### config.mk
export PLATFORM = sky130hd
export DESIGN_NAME = core_l3_arbiter_flat
export DESIGN_NICKNAME = d
export VERILOG_FILES = /design/src/rtl/core_l3_arbiter_pkg.sv /design/src/rtl/core_l3_arbiter_if.sv /design/src/rtl/core_l3_arbiter_rr_pick.sv /design/src/rtl/core_l3_arbiter.sv /design/src/flat_wrapper.sv
export SDC_FILE = /design/constraint.sdc
export NUM_CORES = 1
export LEC_CHECK = 0
export BUFFER_PORTS_ARGS = -buffer_cell sky130_fd_sc_hd__buf_2
export CAP_MARGIN = 20
export CORE_MARGIN = 2
export CORE_UTILIZATION = 47
export CTS_CLUSTER_SIZE = 14
export DETAILED_ROUTE_END_ITERATION = 10
export PLACE_DENSITY_LB_ADDON = 0.1
export REMOVE_ABC_BUFFERS = 1
export SLEW_MARGIN = 20
export SYNTH_ARGS = -nofsm -noshare
export SYNTH_HDL_FRONTEND = slang
export SYNTH_SLANG_ARGS = --single-unit
### constraint.sdc
create_clock -name clk -period 6.1 [get_ports clk]
set_input_delay 0 -clock clk [delete_from_list [all_inputs] [get_ports clk]]
set_output_delay 0 -clock clk [all_outputs]
set_load 0.05 [all_outputs]
### src/rtl/core_l3_arbiter_pkg.sv
// Constants shared by the cores, the L3 grid and the core-to-L3 arbiter.
package core_l3_arbiter_pkg;
    localparam int NUM_CORES = 6;
    localparam int ADDR_W    = 12;
    localparam int DATA_W    = 16;
    localparam int L3_CELLS  = 3600;
    localparam int CORE_ID_W = 3;
    localparam int ACC_W     = 16;

    // Pointer value that makes core 0 the first winner after reset.
    localparam logic [CORE_ID_W-1:0] LAST_GRANT_RST = CORE_ID_W'(NUM_CORES - 1);

    function automatic logic addr_legal(input logic [ADDR_W-1:0] addr);
        return 32'(addr) < 32'(L3_CELLS);
    endfunction
endpackage

### src/rtl/core_l3_arbiter_if.sv
// Core request bus plus the single registered L3 request stream.
interface core_l3_arbiter_if;
    import core_l3_arbiter_pkg::*;

    logic [NUM_CORES-1:0]        req_valid;
    logic [NUM_CORES-1:0]        req_ready;
    logic [NUM_CORES-1:0]        req_we;
    logic [NUM_CORES*ADDR_W-1:0] req_addr;
    logic [NUM_CORES*DATA_W-1:0] req_wdata;
    logic                        l3_valid;
    logic                        l3_ready;
    logic                        l3_we;
    logic [ADDR_W-1:0]           l3_addr;
    logic [DATA_W-1:0]           l3_wdata;
    logic [CORE_ID_W-1:0]        l3_core_id;
    logic [NUM_CORES-1:0]        err_pulse;
    logic [ACC_W-1:0]            acc_count;

    // Arbiter view.
    modport master (
        input  req_valid, req_we, req_addr, req_wdata, l3_ready,
        output req_ready, l3_valid, l3_we, l3_addr, l3_wdata, l3_core_id,
               err_pulse, acc_count
    );

    // Cores + L3 view.
    modport slave (
        output req_valid, req_we, req_addr, req_wdata, l3_ready,
        input  req_ready, l3_valid, l3_we, l3_addr, l3_wdata, l3_core_id,
               err_pulse, acc_count
    );
endinterface

### src/rtl/core_l3_arbiter_rr_pick.sv
// Rotate-priority picker: first requester after last_grant, wrapping over the cores.
module core_l3_arbiter_rr_pick
    import core_l3_arbiter_pkg::*;
(
    input  logic [NUM_CORES-1:0] req,
    input  logic [CORE_ID_W-1:0] last_grant,
    output logic [NUM_CORES-1:0] grant,
    output logic [CORE_ID_W-1:0] grant_idx,
    output logic                 any
);
    logic [CORE_ID_W-1:0] idx;

    // Scan from lowest to highest priority so the nearest requester overwrites last.
    always_comb begin
        grant     = '0;
        grant_idx = '0;
        any       = 1'b0;
        idx       = '0;
        for (int off = NUM_CORES; off >= 1; off--) begin
            idx = CORE_ID_W'((int'(last_grant) + off) % NUM_CORES);
            if (req[idx]) begin
                grant      = '0;
                grant[idx] = 1'b1;
                grant_idx  = idx;
                any        = 1'b1;
            end
        end
    end
endmodule

### src/rtl/core_l3_arbiter.sv
// Round-robin arbiter from the six cores into the shared L3 grid; one registered
// request slot, out-of-range cell indices are consumed and flagged to the issuer.
module core_l3_arbiter
    import core_l3_arbiter_pkg::*;
(
    input logic               clk,
    input logic               rst_n,
    core_l3_arbiter_if.master bus
);
    logic                 slot_free;
    logic [NUM_CORES-1:0] cand;
    logic [NUM_CORES-1:0] grant;
    logic [CORE_ID_W-1:0] grant_idx;
    logic                 any_grant;
    logic [ADDR_W-1:0]    win_addr;
    logic [DATA_W-1:0]    win_wdata;
    logic                 win_we;
    logic                 win_legal;

    logic [CORE_ID_W-1:0] last_grant;
    logic                 l3_valid_q;
    logic                 l3_we_q;
    logic [ADDR_W-1:0]    l3_addr_q;
    logic [DATA_W-1:0]    l3_wdata_q;
    logic [CORE_ID_W-1:0] l3_core_id_q;
    logic [NUM_CORES-1:0] err_q;
    logic [ACC_W-1:0]     acc_q;

    assign slot_free = !l3_valid_q || bus.l3_ready;
    assign cand      = slot_free ? bus.req_valid : '0;

    core_l3_arbiter_rr_pick u_pick (
        .req        (cand),
        .last_grant (last_grant),
        .grant      (grant),
        .grant_idx  (grant_idx),
        .any        (any_grant)
    );

    assign win_addr  = bus.req_addr[grant_idx*ADDR_W +: ADDR_W];
    assign win_wdata = bus.req_wdata[grant_idx*DATA_W +: DATA_W];
    assign win_we    = bus.req_we[grant_idx];
    assign win_legal = addr_legal(win_addr);

    always_ff @(posedge clk or negedge rst_n) begin
        if (!rst_n) begin
            last_grant   <= LAST_GRANT_RST;
            l3_valid_q   <= 1'b0;
            l3_we_q      <= 1'b0;
            l3_addr_q    <= '0;
            l3_wdata_q   <= '0;
            l3_core_id_q <= '0;
            err_q        <= '0;
            acc_q        <= '0;
        end else begin
            err_q <= '0;
            if (any_grant) begin
                last_grant <= grant_idx;
                acc_q      <= acc_q + ACC_W'(1);
                if (win_legal) begin
                    l3_valid_q   <= 1'b1;
                    l3_we_q      <= win_we;
                    l3_addr_q    <= win_addr;
                    l3_wdata_q   <= win_wdata;
                    l3_core_id_q <= grant_idx;
                end else begin
                    // Dropped request: the slot was free, so it simply empties.
                    l3_valid_q <= 1'b0;
                    err_q      <= grant;
                end
            end else if (slot_free) begin
                l3_valid_q <= 1'b0;
            end
        end
    end

    assign bus.req_ready  = grant;
    assign bus.l3_valid   = l3_valid_q;
    assign bus.l3_we      = l3_we_q;
    assign bus.l3_addr    = l3_addr_q;
    assign bus.l3_wdata   = l3_wdata_q;
    assign bus.l3_core_id = l3_core_id_q;
    assign bus.err_pulse  = err_q;
    assign bus.acc_count  = acc_q;
endmodule

### src/flat_wrapper.sv
// flat-port wrapper written by rule: the top's interface ports become plain ports
module core_l3_arbiter_flat import core_l3_arbiter_pkg::*;
  (clk, rst_n, bus_req_valid, bus_req_we, bus_req_addr, bus_req_wdata, bus_l3_ready, bus_req_ready, bus_l3_valid, bus_l3_we, bus_l3_addr, bus_l3_wdata, bus_l3_core_id, bus_err_pulse, bus_acc_count);
  core_l3_arbiter_if bus_i ();
  input logic clk;
  input logic rst_n;
  input wire logic [$bits(bus_i.req_valid)-1:0] bus_req_valid;
  input wire logic [$bits(bus_i.req_we)-1:0] bus_req_we;
  input wire logic [$bits(bus_i.req_addr)-1:0] bus_req_addr;
  input wire logic [$bits(bus_i.req_wdata)-1:0] bus_req_wdata;
  input wire logic [$bits(bus_i.l3_ready)-1:0] bus_l3_ready;
  output wire logic [$bits(bus_i.req_ready)-1:0] bus_req_ready;
  output wire logic [$bits(bus_i.l3_valid)-1:0] bus_l3_valid;
  output wire logic [$bits(bus_i.l3_we)-1:0] bus_l3_we;
  output wire logic [$bits(bus_i.l3_addr)-1:0] bus_l3_addr;
  output wire logic [$bits(bus_i.l3_wdata)-1:0] bus_l3_wdata;
  output wire logic [$bits(bus_i.l3_core_id)-1:0] bus_l3_core_id;
  output wire logic [$bits(bus_i.err_pulse)-1:0] bus_err_pulse;
  output wire logic [$bits(bus_i.acc_count)-1:0] bus_acc_count;
  assign bus_i.req_valid = bus_req_valid;
  assign bus_i.req_we = bus_req_we;
  assign bus_i.req_addr = bus_req_addr;
  assign bus_i.req_wdata = bus_req_wdata;
  assign bus_i.l3_ready = bus_l3_ready;
  assign bus_req_ready = bus_i.req_ready;
  assign bus_l3_valid = bus_i.l3_valid;
  assign bus_l3_we = bus_i.l3_we;
  assign bus_l3_addr = bus_i.l3_addr;
  assign bus_l3_wdata = bus_i.l3_wdata;
  assign bus_l3_core_id = bus_i.l3_core_id;
  assign bus_err_pulse = bus_i.err_pulse;
  assign bus_acc_count = bus_i.acc_count;
  core_l3_arbiter u_core (.clk(clk), .rst_n(rst_n), .bus(bus_i));
endmodule
==> results_dict.tcl <==
set metrics [dict create \
    status "completed" \
    avgViaCountPerCell 5.84 \
    yosysSeqAreaShare 0.264 \
    synth_edf_count 0 \
    hold_slack_ns 0.109 \
    wire_per_inst_um 18.8 \
    routed_wl_mm 18.8 \
    critPathMaxFanout 12 \
    fin_nets 1043 \
    clk_pin_slew_worst_paths_ns 0.06 \
    syn_inst 611 \
    worst_setup_path_start_kind "flip-flop" \
    setup_viol 0 \
    area_growth_pct 30.1 \
    yosysWarnings 0 \
    final_antenna_net_count 0 \
    crit_start "u_core.last_grant[0]" \
    dpl.cell_count 980 \
    antenna_found_initial 0 \
    overflow 0 \
    coreArea_mm2 0.0114 \
    syn-cell-area_mm2 0.00551 \
    cts_root_buf "clkbuf_16" \
    layout.cells.non_filler 997 \
    drive_gt1_frac 0.404 \
    crit_arrival_ns 5.66 \
    cts.sinks 58 \
    grt_pass1_vias 5638 \
    dp_hpwl_mm 14.7 \
    maxSlewViolCount 0 \
    synth_area_per_cell_um2 9.02 \
    path_cells "clkinv_1, ha_1, xor2_2, inv_1, ha_1, nand2b_1, or3_1, a21oi_1, a221oi_2, o311a_1, nor2_4, mux2i_1, a221o_2, nand4_2, a31oi_4, buf_4, mux2_4" \
    grt_max_degree 59 \
    antenna_cells 0 \
    cts.htree.levels 3 \
    cts_buffers 9 \
    drc 0 \
    grt_pass1_wl_mm 29.4 \
    track_usage 0.290 \
    cp-end-kind "flip-flop" \
    die_x_um 112 \
    async_reset_ff_frac 1.00 \
    synth-seq-cells 58 \
    fp.dieH_um 112 \
    rows 39 \
    crit_top_cell "ha_1" \
    start_util 0.483 \
    crit_slowest_cell "dfstp_2" \
    min_from "bus_req_addr[63]" \
    firstDrtPassIters 5 \
    clockBufferDepth 2 \
    synthFlopType "dfrtp_1" \
    tightest_slew_ns 0.926 \
    post-route-period-util 0.893 \
    rsz0062_at_grt "no" \
    ctsResizeCount 0 \
    io_pins 244 \
    timing.max_slew.rel_slack 0.381 \
    cts_tree "built" \
    dieArea_mm2 0.0126 \
    setup_tns_ns 0 \
    clock_skew_ns 0.00626 \
    clk-insertion-delay-late_ns 0.33 \
    drt_iter0_markers 465 \
    num_vias 5827 \
    hold_class "input pin to flip-flop" \
    hold_viol_final 0 \
    r2r_start "u_core.last_grant[0]" \
    synthDistinctLibCells 86 \
    gp_congestion 0.989 \
    max_freq_mhz 184 \
    cp_slowest_stage_delay_ns 0.66 \
    worstSetupPathType "flip-flop to flip-flop" \
    fin_crit_ns 5.45 \
    cp.required_ns 6.31 \
    port_buffers 243 \
    drv_cap 0 \
]
flip-flops by register name, summed over array words and instances (netlist names):
register and count:
u_core.bus.acc_count 16, u_core.bus.l3_wdata 16, u_core.bus.l3_addr 12, u_core.bus.err_pulse 6, u_core.bus.l3_core_id 3, u_core.last_grant 3
u_core.bus.l3_valid 1, u_core.bus.l3_we 1
cell families after synthesis:
family / after synthesis / share of synthesized area
fa+ha+maj: 11 / 0.0250
flops: 58 / 0.264
buf+inv: 53 / 0.0490
xor+xnor: 18 / 0.0313
simple gates: 211 / 0.191
compound gates: 134 / 0.184
mux: 126 / 0.256
path summary, 6_finish.rpt:
kind / slack (ns) / end / depth (start not counted)
worst max-delay path: 0.65 / u_core.bus.l3_wdata[9] / 17
worst min-delay path: 0.11 / u_core.bus.l3_addr[3] / 4
worst max register to register: 0.65 / u_core.bus.l3_wdata[9] / 17
worst min register to register: 0.47 / u_core.bus.acc_count[15] / 1
max in group asynchronous: 5.21 / u_core.bus.l3_addr[10] / 3
min in group asynchronous: 0.36 / u_core.bus.acc_count[15] / 3
per-stage QoR:
stage | util | worst slack, ns | area [um^2]
floorplan | - | -0.604 | 5300
global placement | 0.602 | 0.923 | 6870
detailed placement | 0.602 | 0.722 | 6870
CTS | 0.628 | 0.693 | 7170
global route | 0.628 | 0.262 | 7170
finish | 0.628 | 0.652 | 7170
Yosys cell counts, types with 3 or more instances:
library cell,n,share of area
a211o_1,3,0.0048
a211oi_1,7,0.0095
a21o_1,4,0.0054
a21oi_1,17,0.015
a32oi_1,3,0.0048
and3_1,7,0.0079
buf_1,8,0.0054
buf_2,9,0.0082
buf_4,3,0.0041
buf_8,3,0.0082
clkbuf_1,13,0.0089
dfrtp_1,56,0.25
ha_1,11,0.025
inv_1,13,0.0089
mux2_2,10,0.020
mux2_4,27,0.074
mux2i_1,89,0.16
nand2_1,71,0.048
nand2b_1,7,0.0079
nand3_1,44,0.040
nand4_1,7,0.0079
nor2_1,26,0.018
nor2b_1,4,0.0045
nor3_1,11,0.010
nor3b_1,4,0.0054
nor4_1,4,0.0045
o21a_1,4,0.0054
o21ai_0,37,0.034
o21ai_1,4,0.0036
o31a_1,3,0.0048
o31ai_1,3,0.0041
or3_1,8,0.0091
or4_1,5,0.0068
xnor2_1,12,0.019
xor2_1,4,0.0064
layout by cell type (no fill, tap or decap), drive strengths merged, types with 4 or more instances in the layout:
master	count
a31oi	4
nand2	71
nor3b	4
inv	14
clkbuf	9
xor2	5
a211oi	9
or3	8
nor2b	4
mux2i	89
ha	11
or4	6
nor4	4
o311ai	5
clkinv	6
o31ai	4
nor3	11
mux2	37
a21oi	20
o21ai	41
xnor2	13
a21o	4
a221o	4
dfrtp	56
buf	264
nand3	45
nand4	8
o21a	4
nor2	28
and3	7
nand2b	7
worst max-delay path, delay by kind of cell (launching register included):
kind,cells,cell delay (ns)
AO/OA/AOI/OAI,5,1.70
buffers and inverters,3,0.56
flip-flops,1,0.66
adder cells (fa/ha/maj),2,0.52
XOR/XNOR,1,0.26
multiplexers,2,0.64
AND/OR/NAND/NOR,4,0.98
layer usage:
layer,GRT usage,wire length (um),vias to the layer above
met5,0,0,-
met4,0.0683,281,0
met3,0.0508,1330,26
met2,0.511,9360,256
met1,0.371,7800,2777
li1,-,-,2768
timing repair:
item                      in CTS  in global routing
hold endpoints to repair      56                  0
setup buffers                  0                  0
hold buffers                   1                  0
layout make-up:
type                            instances  area, um^2
Multi-Input combinational cell        500        3810
Sequential cell                        58        1450
Clock inverter                          7        70.1
Tap cell                              143         179
Inverter                               15        56.3
Clock buffer                            9         225
Timing Repair Buffer                  265        1380
Fill cell                            1006        4240
Power is left out: the tool's default activity adds up to more than one toggle a clock period on the data nets, which glitch-free logic cannot reach.
